**config.mk**
```make
export PLATFORM = sky130hd
export DESIGN_NAME = riscv_uart_tx
export DESIGN_NICKNAME = d
export VERILOG_FILES = /design/src/rtl/riscv_uart_pkg.sv /design/src/rtl/sync_fifo.sv /design/src/rtl/riscv_uart_tx.sv
export SDC_FILE = /design/constraint.sdc
export NUM_CORES = 1
export LEC_CHECK = 0
export CORE_ASPECT_RATIO = 0.9
export CORE_MARGIN = 1.5
export CORE_UTILIZATION = 30
export DETAILED_ROUTE_END_ITERATION = 16
export GPL_TIMING_DRIVEN = 0
export PLACE_DENSITY = 0.56
export SYNTH_ARGS = -nofsm -noshare
export SYNTH_HDL_FRONTEND = slang
export SYNTH_SLANG_ARGS = --single-unit
```
**constraint.sdc**
```tcl
create_clock -name clk -period 2.4 [get_ports clk]
set_input_delay 0.48 -clock clk [delete_from_list [all_inputs] [get_ports clk]]
set_output_delay 0.48 -clock clk [all_outputs]
set_load 0.05 [all_outputs]
```
**src/rtl/riscv_uart_pkg.sv**
```systemverilog
// riscv_uart_pkg: register map, STATUS layout and transmitter state encoding
package riscv_uart_pkg;
  localparam logic [31:0] TXDATA_OFF = 32'h0000_0000;
  localparam logic [31:0] STATUS_OFF = 32'h0000_0004;
  localparam int ST_FULL    = 0;
  localparam int ST_EMPTY   = 1;
  localparam int ST_BUSY    = 2;
  localparam int ST_OVF     = 3;
  localparam int ST_CNT_LSB = 4;
  typedef enum logic [1:0] {IDLE = 2'd0, START = 2'd1, DATA = 2'd2, STOP = 2'd3} tx_state_e;
  function automatic logic [31:0] status_word(input logic full, input logic empty,
                                              input logic busy, input logic ovf,
                                              input logic [3:0] cnt);
    logic [31:0] s;
    s = '0;
    s[ST_FULL] = full;
    s[ST_EMPTY] = empty;
    s[ST_BUSY] = busy;
    s[ST_OVF] = ovf;
    s[ST_CNT_LSB +: 4] = cnt;
    return s;
  endfunction
endpackage

```
**src/rtl/sync_fifo.sv**
```systemverilog
// sync_fifo: single-clock FIFO; a push while full is taken when a pop happens the same cycle
module sync_fifo #(
  parameter int WIDTH = 8,
  parameter int DEPTH = 8,
  localparam int AW = $clog2(DEPTH)
) (
  input  logic             clk,
  input  logic             rst_n,
  input  logic             push_i,
  input  logic [WIDTH-1:0] data_i,
  input  logic             pop_i,
  output logic [WIDTH-1:0] data_o,
  output logic             full_o,
  output logic             empty_o,
  output logic [AW:0]      count_o
);
  logic [WIDTH-1:0] mem_q [DEPTH];
  logic [AW-1:0] wr_ptr_q, rd_ptr_q;
  logic [AW:0] count_q;
  logic do_push, do_pop;
  assign full_o  = count_q == (AW+1)'(DEPTH);
  assign empty_o = count_q == '0;
  assign count_o = count_q;
  assign data_o  = mem_q[rd_ptr_q];
  assign do_pop  = pop_i && !empty_o;
  assign do_push = push_i && (!full_o || do_pop);
  always_ff @(posedge clk) begin
    if (do_push) mem_q[wr_ptr_q] <= data_i;
  end
  always_ff @(posedge clk or negedge rst_n) begin
    if (!rst_n) begin
      wr_ptr_q <= '0;
      rd_ptr_q <= '0;
      count_q  <= '0;
    end else begin
      if (do_push) wr_ptr_q <= wr_ptr_q + AW'(1);
      if (do_pop) rd_ptr_q <= rd_ptr_q + AW'(1);
      count_q <= count_q + (AW+1)'(do_push) - (AW+1)'(do_pop);
    end
  end
endmodule

```
**src/rtl/riscv_uart_tx.sv**
```systemverilog
// riscv_uart_tx: memory-mapped 8N1 UART transmitter with TX FIFO and STATUS register
module riscv_uart_tx
  import riscv_uart_pkg::*;
#(
  parameter logic [31:0] BASE_ADDR  = 32'h0000_1000,
  parameter int          CLK_DIV    = 434,
  parameter int          FIFO_DEPTH = 8
) (
  input  logic        clk,
  input  logic        rst_n,
  input  logic        wr_en,
  input  logic        rd_en,
  input  logic [31:0] addr,
  input  logic [31:0] wdata,
  output logic [31:0] rdata,
  output logic        tx
);
  localparam int AW = $clog2(FIFO_DEPTH);
  localparam int CW = $clog2(CLK_DIV);
  localparam logic [CW-1:0] DIV_M1 = CW'(CLK_DIV - 1);
  tx_state_e state_q;
  logic [CW-1:0] cnt_q;
  logic [2:0] idx_q;
  logic [7:0] shreg_q, head;
  logic tx_q, ovf_q, ovf_d;
  logic [31:0] rdata_q, rdata_d, status;
  logic full, empty, push, pop, sel_tx, sel_st;
  logic [AW:0] count;
  logic unused_wdata;
  assign unused_wdata = ^wdata[31:8];
  assign sel_tx = addr == BASE_ADDR + TXDATA_OFF;
  assign sel_st = addr == BASE_ADDR + STATUS_OFF;
  assign push   = wr_en && sel_tx;
  assign pop    = state_q == IDLE && !empty;
  assign status = status_word(full, empty, state_q != IDLE, ovf_q, 4'(count));
  sync_fifo #(.WIDTH(8), .DEPTH(FIFO_DEPTH)) u_fifo (
    .clk    (clk),
    .rst_n  (rst_n),
    .push_i (push),
    .data_i (wdata[7:0]),
    .pop_i  (pop),
    .data_o (head),
    .full_o (full),
    .empty_o(empty),
    .count_o(count)
  );
  // a drop in the same cycle as a STATUS read stays visible to the next read
  always_comb begin
    ovf_d   = (push && full && !pop) || (ovf_q && !(rd_en && sel_st));
    rdata_d = rd_en ? (sel_st ? status : '0) : rdata_q;
  end
  always_ff @(posedge clk or negedge rst_n) begin
    if (!rst_n) begin
      rdata_q <= '0;
      ovf_q   <= 1'b0;
    end else begin
      rdata_q <= rdata_d;
      ovf_q   <= ovf_d;
    end
  end
  always_ff @(posedge clk or negedge rst_n) begin
    if (!rst_n) begin
      state_q <= IDLE;
      cnt_q   <= '0;
      idx_q   <= '0;
      shreg_q <= '0;
      tx_q    <= 1'b1;
    end else begin
      case (state_q)
        IDLE: if (pop) begin
          state_q <= START;
          cnt_q   <= DIV_M1;
          shreg_q <= head;
          tx_q    <= 1'b0;
        end
        START: if (cnt_q == '0) begin
          state_q <= DATA;
          cnt_q   <= DIV_M1;
          idx_q   <= '0;
          tx_q    <= shreg_q[0];
        end else cnt_q <= cnt_q - CW'(1);
        DATA: if (cnt_q == '0) begin
          cnt_q <= DIV_M1;
          if (idx_q == 3'd7) begin
            state_q <= STOP;
            tx_q    <= 1'b1;
          end else begin
            idx_q   <= idx_q + 3'd1;
            shreg_q <= shreg_q >> 1;
            tx_q    <= shreg_q[1];
          end
        end else cnt_q <= cnt_q - CW'(1);
        STOP: if (cnt_q == '0) state_q <= IDLE;
              else cnt_q <= cnt_q - CW'(1);
        default: state_q <= IDLE;
      endcase
    end
  end
  assign rdata = rdata_q;
  assign tx    = tx_q;
endmodule
```
* After elaboration in Yosys (flattened, before gate mapping)
Memories as Yosys holds them, arrays and structs flattened. Cells that the tools add are included. W data, S select, Z words.
Storage, ports and cells: memory bits (writable) 64, ROM bits 0, output and inout port bits 33, logic and storage cells 84, input port bits 68, bits in latches 0, register bits 66, memories 1
Cells by class: equality and inequality tests 14, order comparisons 0, multiplexer cells 26, $add $sub $neg 6, shift operators 0, bitwise operators 0, div/mod/pow operators 0, multipliers 0, reductions and logical operators 27
Memories:
- u_fifo.mem_q | depth 8, bits a word 8, read ports 1, clocked after memory_dff 0, wr ports 1, line sync_fifo.sv:17 | logic [WIDTH-1:0] mem_q [DEPTH];
Operators by type and width (count):
- $eq A32 B13 Y1 const B | 2
- $mux W8 | 4
- $mux W9 | 3
- $pmux W9 S3 | 1
- $pmux W8 S2 | 1
- $ne A2 B2 Y1 const B | 7
- $reduce_and A4 Y1 | 3
- $mux W2 | 5
- $add A3 B1 Y3 const B | 3
- $logic_not A9 Y1 | 1
- $mux W3 | 3
- $sub A9 B1 Y9 const B | 1
- $logic_and A1 B1 Y1 | 8
- $pmux W2 S4 | 1
- $mux W1 | 6
- $pmux W3 S2 | 1
- $reduce_bool A2 Y1 | 3
- $reduce_and A5 Y1 | 1
- $add A4 B1 Y4 | 1
- $eq A2 B2 Y1 const B | 2
- $eq A4 B4 Y1 const B | 1
- $logic_not A1 Y1 | 4
- $logic_not A4 Y1 | 1
- $sub A4 B1 Y4 | 1
- 8 further kinds | 9

* Longest topological paths before layout
Gate-level depths: netlist (run 1).
depth in word-level cells 8, depth in mapped cells 11, depth with buffers taken out 11

* Hierarchy
A second synthesis (run 1) with hierarchy kept.
Second synthesis, totals: cell total of the unflattened synthesis 344, area, all modules 5078.6 um^2
By module, submodules not included:
- sync_fifo | cells each 153, times used 1, seq. area each 2172.1 um^2, area each 3093.0 um^2
- riscv_uart_tx | cells each 191, times used 1, seq. area each 802.0 um^2, area each 1985.7 um^2

* Worst setup path before layout (run 1)
Ideal clock, no wire load.
path type input to register, from input port addr[13], to memory u_fifo.mem_q[0][0] (enable), buffers on the path 1, data arrival time 2.384 ns, data required time 2.005 ns, library setup time 0.395 ns, cell stages on the path 5, setup slack -0.378 ns, cell sequence nor4b_1 > nand4_1 > or2_2 > clkbuf_1 > nor4_1
On the way: longest elaborated chain between the ends 5
Ends and longest elaborated chain:
- from (decl) | line riscv_uart_tx.sv:13 | input logic [31:0] addr,
- $eq A32 B13 Y1 | line riscv_uart_tx.sv:31 | assign sel_tx = addr == BASE_ADDR + TXDATA_OFF;
- $logic_and A1 B1 Y1 | line riscv_uart_tx.sv:33 | assign push = wr_en && sel_tx;
- $logic_and A1 B1 Y1 | line sync_fifo.sv:26 | assign do_push = push_i && (!full_o || do_pop);
- $mux W1 | line sync_fifo.sv:28 | if (do_push) mem_q[wr_ptr_q] <= data_i;
- $mux W1 (not written as such) | line sync_fifo.sv:28
- to (decl) | line sync_fifo.sv:17
Every way passes these cells.

* Worst setup path after layout (run 1)
from register state_q[0], to register u_fifo.count_q[2], in the netlist u_fifo.count_o[2]
On the way: longest elaborated chain between the ends 7
Ends and longest elaborated chain:
- from (decl) | line riscv_uart_tx.sv:21 | tx_state_e state_q;
- from (signal assigned) | line riscv_uart_tx.sv:63 | state_q <= IDLE;
- from (signal assigned) | line riscv_uart_tx.sv:71 | state_q <= START;
- from (signal assigned) | line riscv_uart_tx.sv:77 | state_q <= DATA;
- $logic_not A2 Y1 | line riscv_uart_tx.sv:34 | assign pop = state_q == IDLE && !empty;
- $logic_and A1 B1 Y1 | line riscv_uart_tx.sv:34
- $logic_and A1 B1 Y1 | line sync_fifo.sv:25 | assign do_pop = pop_i && !empty_o;
- $logic_or A1 B1 Y1 | line sync_fifo.sv:26
- $logic_and A1 B1 Y1 | line sync_fifo.sv:26
- named net u_fifo.do_push | line sync_fifo.sv:20 | logic do_push, do_pop;
- $add A4 B1 Y4 | line sync_fifo.sv:38 | count_q <= count_q + (AW+1)'(do_push) - (AW+1)'(do_pop);
- $sub A4 B1 Y4 | line sync_fifo.sv:38
- to (signal assigned) | line sync_fifo.sv:38
- to (decl) | line sync_fifo.sv:19 | logic [AW:0] count_q;
The timed path passes the listed nets, and every way through them passes these cells. A chain may end at the register's enable or synchronous reset.

==> summary.txt, run 1 <==
Yosys
  – Yosys warnings: 0
  – Synth Instances: 388
  – Yosys cell types: 59
  – #FFs+latches synth: 106
  – Area leader, netlist: edfxtp_1
  – Synth top area share: 38.2%
  – Ys async rst share: 39.6%
  – Area contributors post-synth: edfxtp_1 (38%), dfrtp_1 (20%), mux4_2 (4.0%)
  – Number of enable flip-flop cells after synthesis: 64
  – Sequential share of the synthesized area: 59.2%
  – Primary FF master, synth: edfxtp_1
  – Avg Cell Area, Syn: 13.0 sq um
  – Mapped Area: 0.00503 sq mm

Route
  – Iteration-0 DRC Markers: 168
  – DRC violations left: 9
  – ANT nets after route: 0
  – Detailed-route wire length: 10,600 um
  – Pre-antenna DRT Iters: 10
  – Drt wl/cell: 15.1 um
  – DR vias: 3,327
  – Vias per Instance: 4.77

Setup path
  – Worst setup SP type: flip-flop
  – Setup Crit Path Kind: flip-flop to flip-flop
  – Worst setup EP type: flip-flop
  – Crit path DAT: 2.52 ns
  – Worst reg2reg path depth: 9
  – Register-to-register setup slack: 0.12 ns
  – Worst path required time: 2.63 ns
  – R2r endpoint: u_fifo.count_o[2]$_DFF_PN0_
  – Reg-to-Reg Start: state_q[0]$_DFFE_PN0P_
  – CP Max Fanout: 10

Clocking
  – TritonCTS clock tree: done
  – H-tree levels: 3
  – Root buf cell: clkbuf_16
  – Clock Sinks: 106
  – Max Root-Sink Buffers: 2
  – Clk pin slew, worst setup/hold paths: 0.08 ns
  – # hold bufs at CTS: 0
  – Clk_lat worst skew: 0.35 ns
  – Clock buffer count from CTS: 9

Power
  – Switching power total: 0.868 mW
  – Logic pwr share: 6.1%
  – Power density over cell area: 573 mW/mm^2
  – Pint: 2.88 mW
  – Clock power frac: 42.3%
  – Maximum VDD drop: 0.311 mV
  – Reg power frac: 51.6%
  – Power consumption: 3.75 mW
  – Switching Share: 23.2%
  – Leakage power: 2.49 nW

Place
  – Inst Count DP: 671
  – Setup WS pre-CTS: -1.13 ns
  – # port buffers: 52
  – Placed cell areas: 0.00596 sq mm
  – DPL Wire Length: 7470 um
  – GP Congestion: 0.744

Floorplan
  – Initial Util: 31.0%
  – Rows: 44
  – Core Box Area: 0.0162 sq mm
  – Chip Height: 126 um
  – IO Count: 101
  – Die width: 139 um
  – Die ar.: 0.0175 sq mm

Layout
  – Fin cells: 698
  – Layout cells sized above 1: 19.1%
  – Final Cell Area: 0.00654 sq mm
  – Final net count: 570
  – Final core occ: 40.3%
  – Multi-input gate area: 0.00197 sq mm
  – Reg area: 0.00297 sq mm
  – Antenna diode count: 0
  – Area Growth Syn to Fin: 30.1%
  – Filler cells: 1,494

Global routing
  – Total track usage: 12.6%
  – Number of global-route vias before repair: 3,332
  – Final global-route overflow total: 0
  – First-pass GRT wire length: 17,300 um
  – Largest net degree at the start of global routing: 27
  – Antenna violations before repair: 0

STA
  – Worst-margin pin slew: 0.903 ns
  – Max-slew violations: 0
  – Worst hold slack: 0.0543 ns
  – Slew headroom: 39.3%
  – # setup viols final: 0
  – Count of final hold-check violations: 0
  – Final worst slack: 0.116 ns
  – Setup Skew: 0.0104 ns
  – Final period demand of the worst path: 2.28 ns
  – Highest clock rate: 0.438 GHz
  – Setup TNS: 0 ns
  – Final period util: 95.2%

Hold path
  – Worst Hold Class: primary input to asynchronous set/reset pin

Outcome
  – Outcome: finished with violations
  – Failing checks: design-rule violations

Run
  – Max-cap violations: 0
## power by group through the flow
stage          Sequential, mW  Clock (mW)  Combinational (mW)
2_1_floorplan            1.97           0               0.120
3_3_place_gp             1.97           0               0.218
3_5_place_dp             1.97           0               0.225
4_1_cts                  1.93        1.63               0.226
5_1_grt                  1.93        1.70               0.241
6_report                 1.93        1.59               0.227
## cell usage in the layout, fill, tap and decap left out, types with 4 or more instances in the layout
cell type	instances
edfxtp_1	64
clkdlybuf4s50_1	51
dfrtp_1	41
buf_4	31
nand2_1	25
conb_1	24
a21oi_1	22
inv_1	17
mux2i_1	15
ha_1	14
nor2_1	11
nand3_1	11
nand2b_1	10
mux4_2	9
a22o_1	9
clkbuf_16	9
nor4_1	8
nor4_4	8
a31oi_1	8
o21ai_0	7
buf_12	7
nor3_1	6
buf_2	5
nor2b_1	5
xor2_1	4
clkbuf_1	4
inv_8	4
## synth_stat cells, types with 4 or more instances
cell	instances
o21ai_0	7
a21oi_1	22
buf_4	25
nand3_1	11
nor4_1	17
clkbuf_1	7
dfrtp_1	41
mux2i_1	15
nand2b_1	10
nor3_1	7
xor2_1	4
inv_1	17
mux4_2	9
nor2_1	11
ha_1	15
nor2b_1	5
edfxtp_1	64
a22o_1	9
a31oi_1	8
nand2_1	26
## layer usage
layer	share of wire [%]	track usage (%)
met2	49	21.0
met3	4.4	2.78
met5	0	0
met1	45	16.0
met4	1.2	4.51
## state kept, by name, summed over array words and instances (netlist names)
register / cells
cnt_q: 9
idx_q: 3
ovf_q: 1
rdata: 8
shreg_q: 8
state_q: 2
tx: 1
u_fifo.count_o: 4
u_fifo.mem_q: 64
u_fifo.rd_ptr_q: 3
u_fifo.wr_ptr_q: 3
## worst max path at each step
| stage | from | cells after the start | slack (ns) | endpoint |
|---|---|---|---|---|
| 2_1_floorplan | addr[13] | 5 | -0.14 | u_fifo.mem_q[0][0]$_DFFE_PP_ |
| 3_3_place_gp | addr[13] | 6 | -1.14 | u_fifo.mem_q[7][6]$_DFFE_PP_ |
| 3_5_place_dp | addr[13] | 6 | -1.13 | u_fifo.mem_q[7][4]$_DFFE_PP_ |
| 4_1_cts | state_q[0]$_DFFE_PN0P_ | 8 | 0.002 | u_fifo.count_o[1]$_DFF_PN0_ |
| 5_1_grt | state_q[0]$_DFFE_PN0P_ | 9 | -0.0003 | u_fifo.count_o[2]$_DFF_PN0_ |
| 6_report | state_q[0]$_DFFE_PN0P_ | 9 | 0.12 | u_fifo.count_o[2]$_DFF_PN0_ |
## cell families (layout without fill, tap and decap cells)
family                   Yosys count  after routing  synth area share [%]
flip-flops                       106            106                  59.2
AND/OR/NAND/NOR                  106            106                  11.8
AO/OA/AOI/OAI                     71             71                  9.78
buffers and inverters             54            134                  6.12
multiplexers                      28             28                  7.91
adder cells (fa/ha/maj)           16             16                  4.13
XOR/XNOR                           6              6                  1.05
other                              1             24                0.0746
## layout make-up
type                       instances  share of cell area (%)
clock buffer                       9                    3.44
multi-input combinational        251                    30.1
sequential                       106                    45.5
clock inverter                     7                    1.53
buffer                            36                    3.81
tap                              207                    3.96
timing repair buffer              65                    10.7
inverter                          17                   0.975
## critical path, stage by stage (launching register included)
cell     delay (ns)
dfrtp_1        0.40
inv_1          0.09
ha_2           0.23
inv_1          0.09
o211a_1        0.25
buf_6          0.24
nor3_2         0.07
ha_1           0.23
fa_1           0.40
xor2_1         0.15
## repair_timing
action | 4_1_cts | 5_1_grt
gates cloned | 0 | 0
buffers inserted | 10 | 2
endpoints found under the setup margin | 67 | 55
pin swaps | 8 | 2
resized for setup | 13 | 6
(Power assumes the default switching activity.)
==> run 2, diff against run 1 <==
--- a/config.mk
+++ b/config.mk
@@ -5,12 +5,15 @@
 export SDC_FILE = /design/constraint.sdc
 export NUM_CORES = 1
 export LEC_CHECK = 0
+export ABC_CLOCK_PERIOD_IN_PS = 2400
+export CELL_PAD_IN_SITES_DETAIL_PLACEMENT = 2
+export CELL_PAD_IN_SITES_GLOBAL_PLACEMENT = 2
 export CORE_ASPECT_RATIO = 0.9
 export CORE_MARGIN = 1.5
 export CORE_UTILIZATION = 30
 export DETAILED_ROUTE_END_ITERATION = 16
 export GPL_TIMING_DRIVEN = 0
-export PLACE_DENSITY = 0.56
+export PLACE_DENSITY = 0.76
 export SYNTH_ARGS = -nofsm -noshare
 export SYNTH_HDL_FRONTEND = slang
 export SYNTH_SLANG_ARGS = --single-unit
==> summary.txt, run 2 (same netlist as run 1, synthesis figures left out) <==
STA
  – Slew headroom: 39.1%
  – Count of final hold-check violations: 0
  – # setup viols final: 0
  – Max-slew violations: 0
  – Final period util: 96.5%
  – Setup Skew: 0.00826 ns
  – Highest clock rate: 0.432 GHz
  – Final period demand of the worst path: 2.32 ns
  – Worst-margin pin slew: 0.907 ns

Power
  – Leakage power: 2.49 nW
  – Power consumption: 3.67 mW
  – Maximum VDD drop: 0.433 mV
  – Power density over cell area: 558 mW/mm^2

Floorplan
  – Initial Util: 31.0%
  – Chip Height: 126 um
  – Core Box Area: 0.0162 sq mm
  – IO Count: 101
  – Die ar.: 0.0175 sq mm
  – Rows: 44
  – Die width: 139 um

Route
  – Metal3 WL: 368 um
  – Vias per Instance: 4.98
  – Met2 Wirelength: 7470 um
  – DRC violations left: 4
  – Iteration-0 DRC Markers: 104
  – Pre-antenna DRT Iters: 10
  – Drt wl/cell: 19.4 um
  – Detailed-route wire length: 13,600 um
  – WL met1: 5500 um
  – DR vias: 3,491
  – Highest routed layer: met4
  – ANT nets after route: 0

Clocking
  – Clock buffer count from CTS: 9
  – H-tree levels: 3
  – Clk_lat worst skew: 0.36 ns
  – Max Root-Sink Buffers: 2
  – TritonCTS clock tree: done
  – Root buf cell: clkbuf_16
  – Clock Sinks: 106
  – Clk pin slew, worst setup/hold paths: 0.08 ns

Setup path
  – CP Launch Point: addr[17]
  – Reg-to-Reg Start: state_q[0]$_DFFE_PN0P_
  – Worst reg2reg path depth: 9
  – CP Max Fanout: 9
  – Worst setup SP type: primary input
  – CP endpoint: u_fifo.mem_q[7][2]$_DFFE_PP_
  – Setup Crit Path Kind: primary input to flip-flop
  – Register-to-register setup slack: 0.14 ns
  – Worst path cell trace: clkdlybuf4s50_1, nor4_2, nand4_1, or2_4, buf_4, nor4_4, buf_4
  – Slowest cell on crit path: clkdlybuf4s50_1
  – Worst path required time: 2.47 ns
  – CP most frequent cell: buf_4
  – Worst setup EP type: flip-flop
  – Worst path bufs/invs: 3
  – Crit path DAT: 2.39 ns
  – CP peak stage delay: 0.42 ns
  – Delay-heaviest family, CP: simple AND/OR/NAND/NOR gates
  – WP depth: 7
  – R2r endpoint: u_fifo.count_o[2]$_DFF_PN0_

Layout
  – Final core occ: 40.6%
  – Area Growth Syn to Fin: 31.0%
  – Antenna diode count: 0
  – Most frequent cells in the layout: edfxtp_1 (64), clkdlybuf4s50_1 (51), dfrtp_1 (41)
  – Commonest non-fill, non-tap cell in the layout: edfxtp_1
  – Final net count: 573
  – Largest Register: u_fifo.mem_q
  – Layout cells sized above 1: 20.9%
  – Max FFs per register: 64
  – Regs by FF count: u_fifo.mem_q: 64 flops, cnt_q: 9 flops
  – Final Cell Area: 0.00659 sq mm

Place
  – Placed cell areas: 0.00596 sq mm
  – # port buffers: 52
  – GP Congestion: 0.726
  – DPL Wire Length: 9520 um

Outcome
  – Failing checks: design-rule violations
  – Outcome: finished with violations

Global routing
  – Final global-route overflow total: 0
  – Total track usage: 16.6%
  – Antenna violations before repair: 0
  – Largest net degree at the start of global routing: 32
  – First-pass GRT wire length: 22,100 um
  – Number of global-route vias before repair: 4,016

Run
  – Max-cap violations: 0

Hold path
  – Worst Hold Class: primary input to asynchronous set/reset pin
## run 2: layout make-up
| type | instances | area, sq um |
|---|---|---|
| fillers | 1628 | 9650 |
| flip-flops and latches | 106 | 2970 |
| multi-input cells | 251 | 2020 |
| repair buffers | 68 | 709 |
| well taps | 207 | 259 |
| plain buffers | 36 | 255 |
| clock buffers | 9 | 225 |
| clock inverters | 7 | 77.6 |
| inverters | 17 | 63.8 |
## run 2: stage by stage
stage / hold WS, ns / TNS, ns / setup slack (ns) / instances
floorplan: 0.184 / -9.07 / -0.141 / 411
global placement: 0.480 / -86.40 / -1.10 / 670
detailed placement: 0.409 / -83.07 / -1.35 / 671
CTS: 0.0198 / 0 / 0.0166 / 701
global route: 0.0241 / -0.00122 / -0.00122 / 701
finish: 0.0194 / 0 / 0.0829 / 701
## run 2: worst reg2reg max path, cell delays in order (launching register included)
cell	delay, ns
dfrtp_1	0.40
inv_1	0.10
ha_4	0.20
inv_1	0.08
o211a_1	0.27
buf_6	0.25
nor3_2	0.08
ha_1	0.23
fa_1	0.38
xor2_1	0.16
## run 2: how the worst min path moves through the flow
stage                          startpoint                              to  cells past startpoint
after global placement    ovf_q$_DFF_PN0_            rdata[3]$_DFFE_PN0P_                      1
final                               rst_n            rdata[6]$_DFFE_PN0P_                      1
after detailed placement            rst_n  u_fifo.rd_ptr_q[1]$_DFFE_PN0P_                      1
after global routing                rst_n            rdata[6]$_DFFE_PN0P_                      1
after CTS                           rst_n  u_fifo.rd_ptr_q[0]$_DFFE_PN0P_                      1
after floorplan                     rst_n            cnt_q[0]$_DFFE_PN0P_                      0
## run 2: routing by layer
metal	GRT usage, %	vias to the layer above
met5	0	-
met4	7.01	0
met3	2.78	21
met2	30.9	64
met1	18.7	1796
li1	-	1610
## run 2: power by group
group	total, mW	internal [mW]	leakage (nW)	switching (mW)
Clock	1.50	0.745	0.146	0.757
Sequential	1.93	1.93	1.09	0.000000502
Combinational	0.239	0.0961	1.25	0.143
## run 2: what timing repair did
item,CTS,global route
resized for setup,15,17
endpoints found under the setup margin,68,42
pin swaps,7,5
hold buffers,0,0
buffers inserted,15,0
gates cloned,0,0
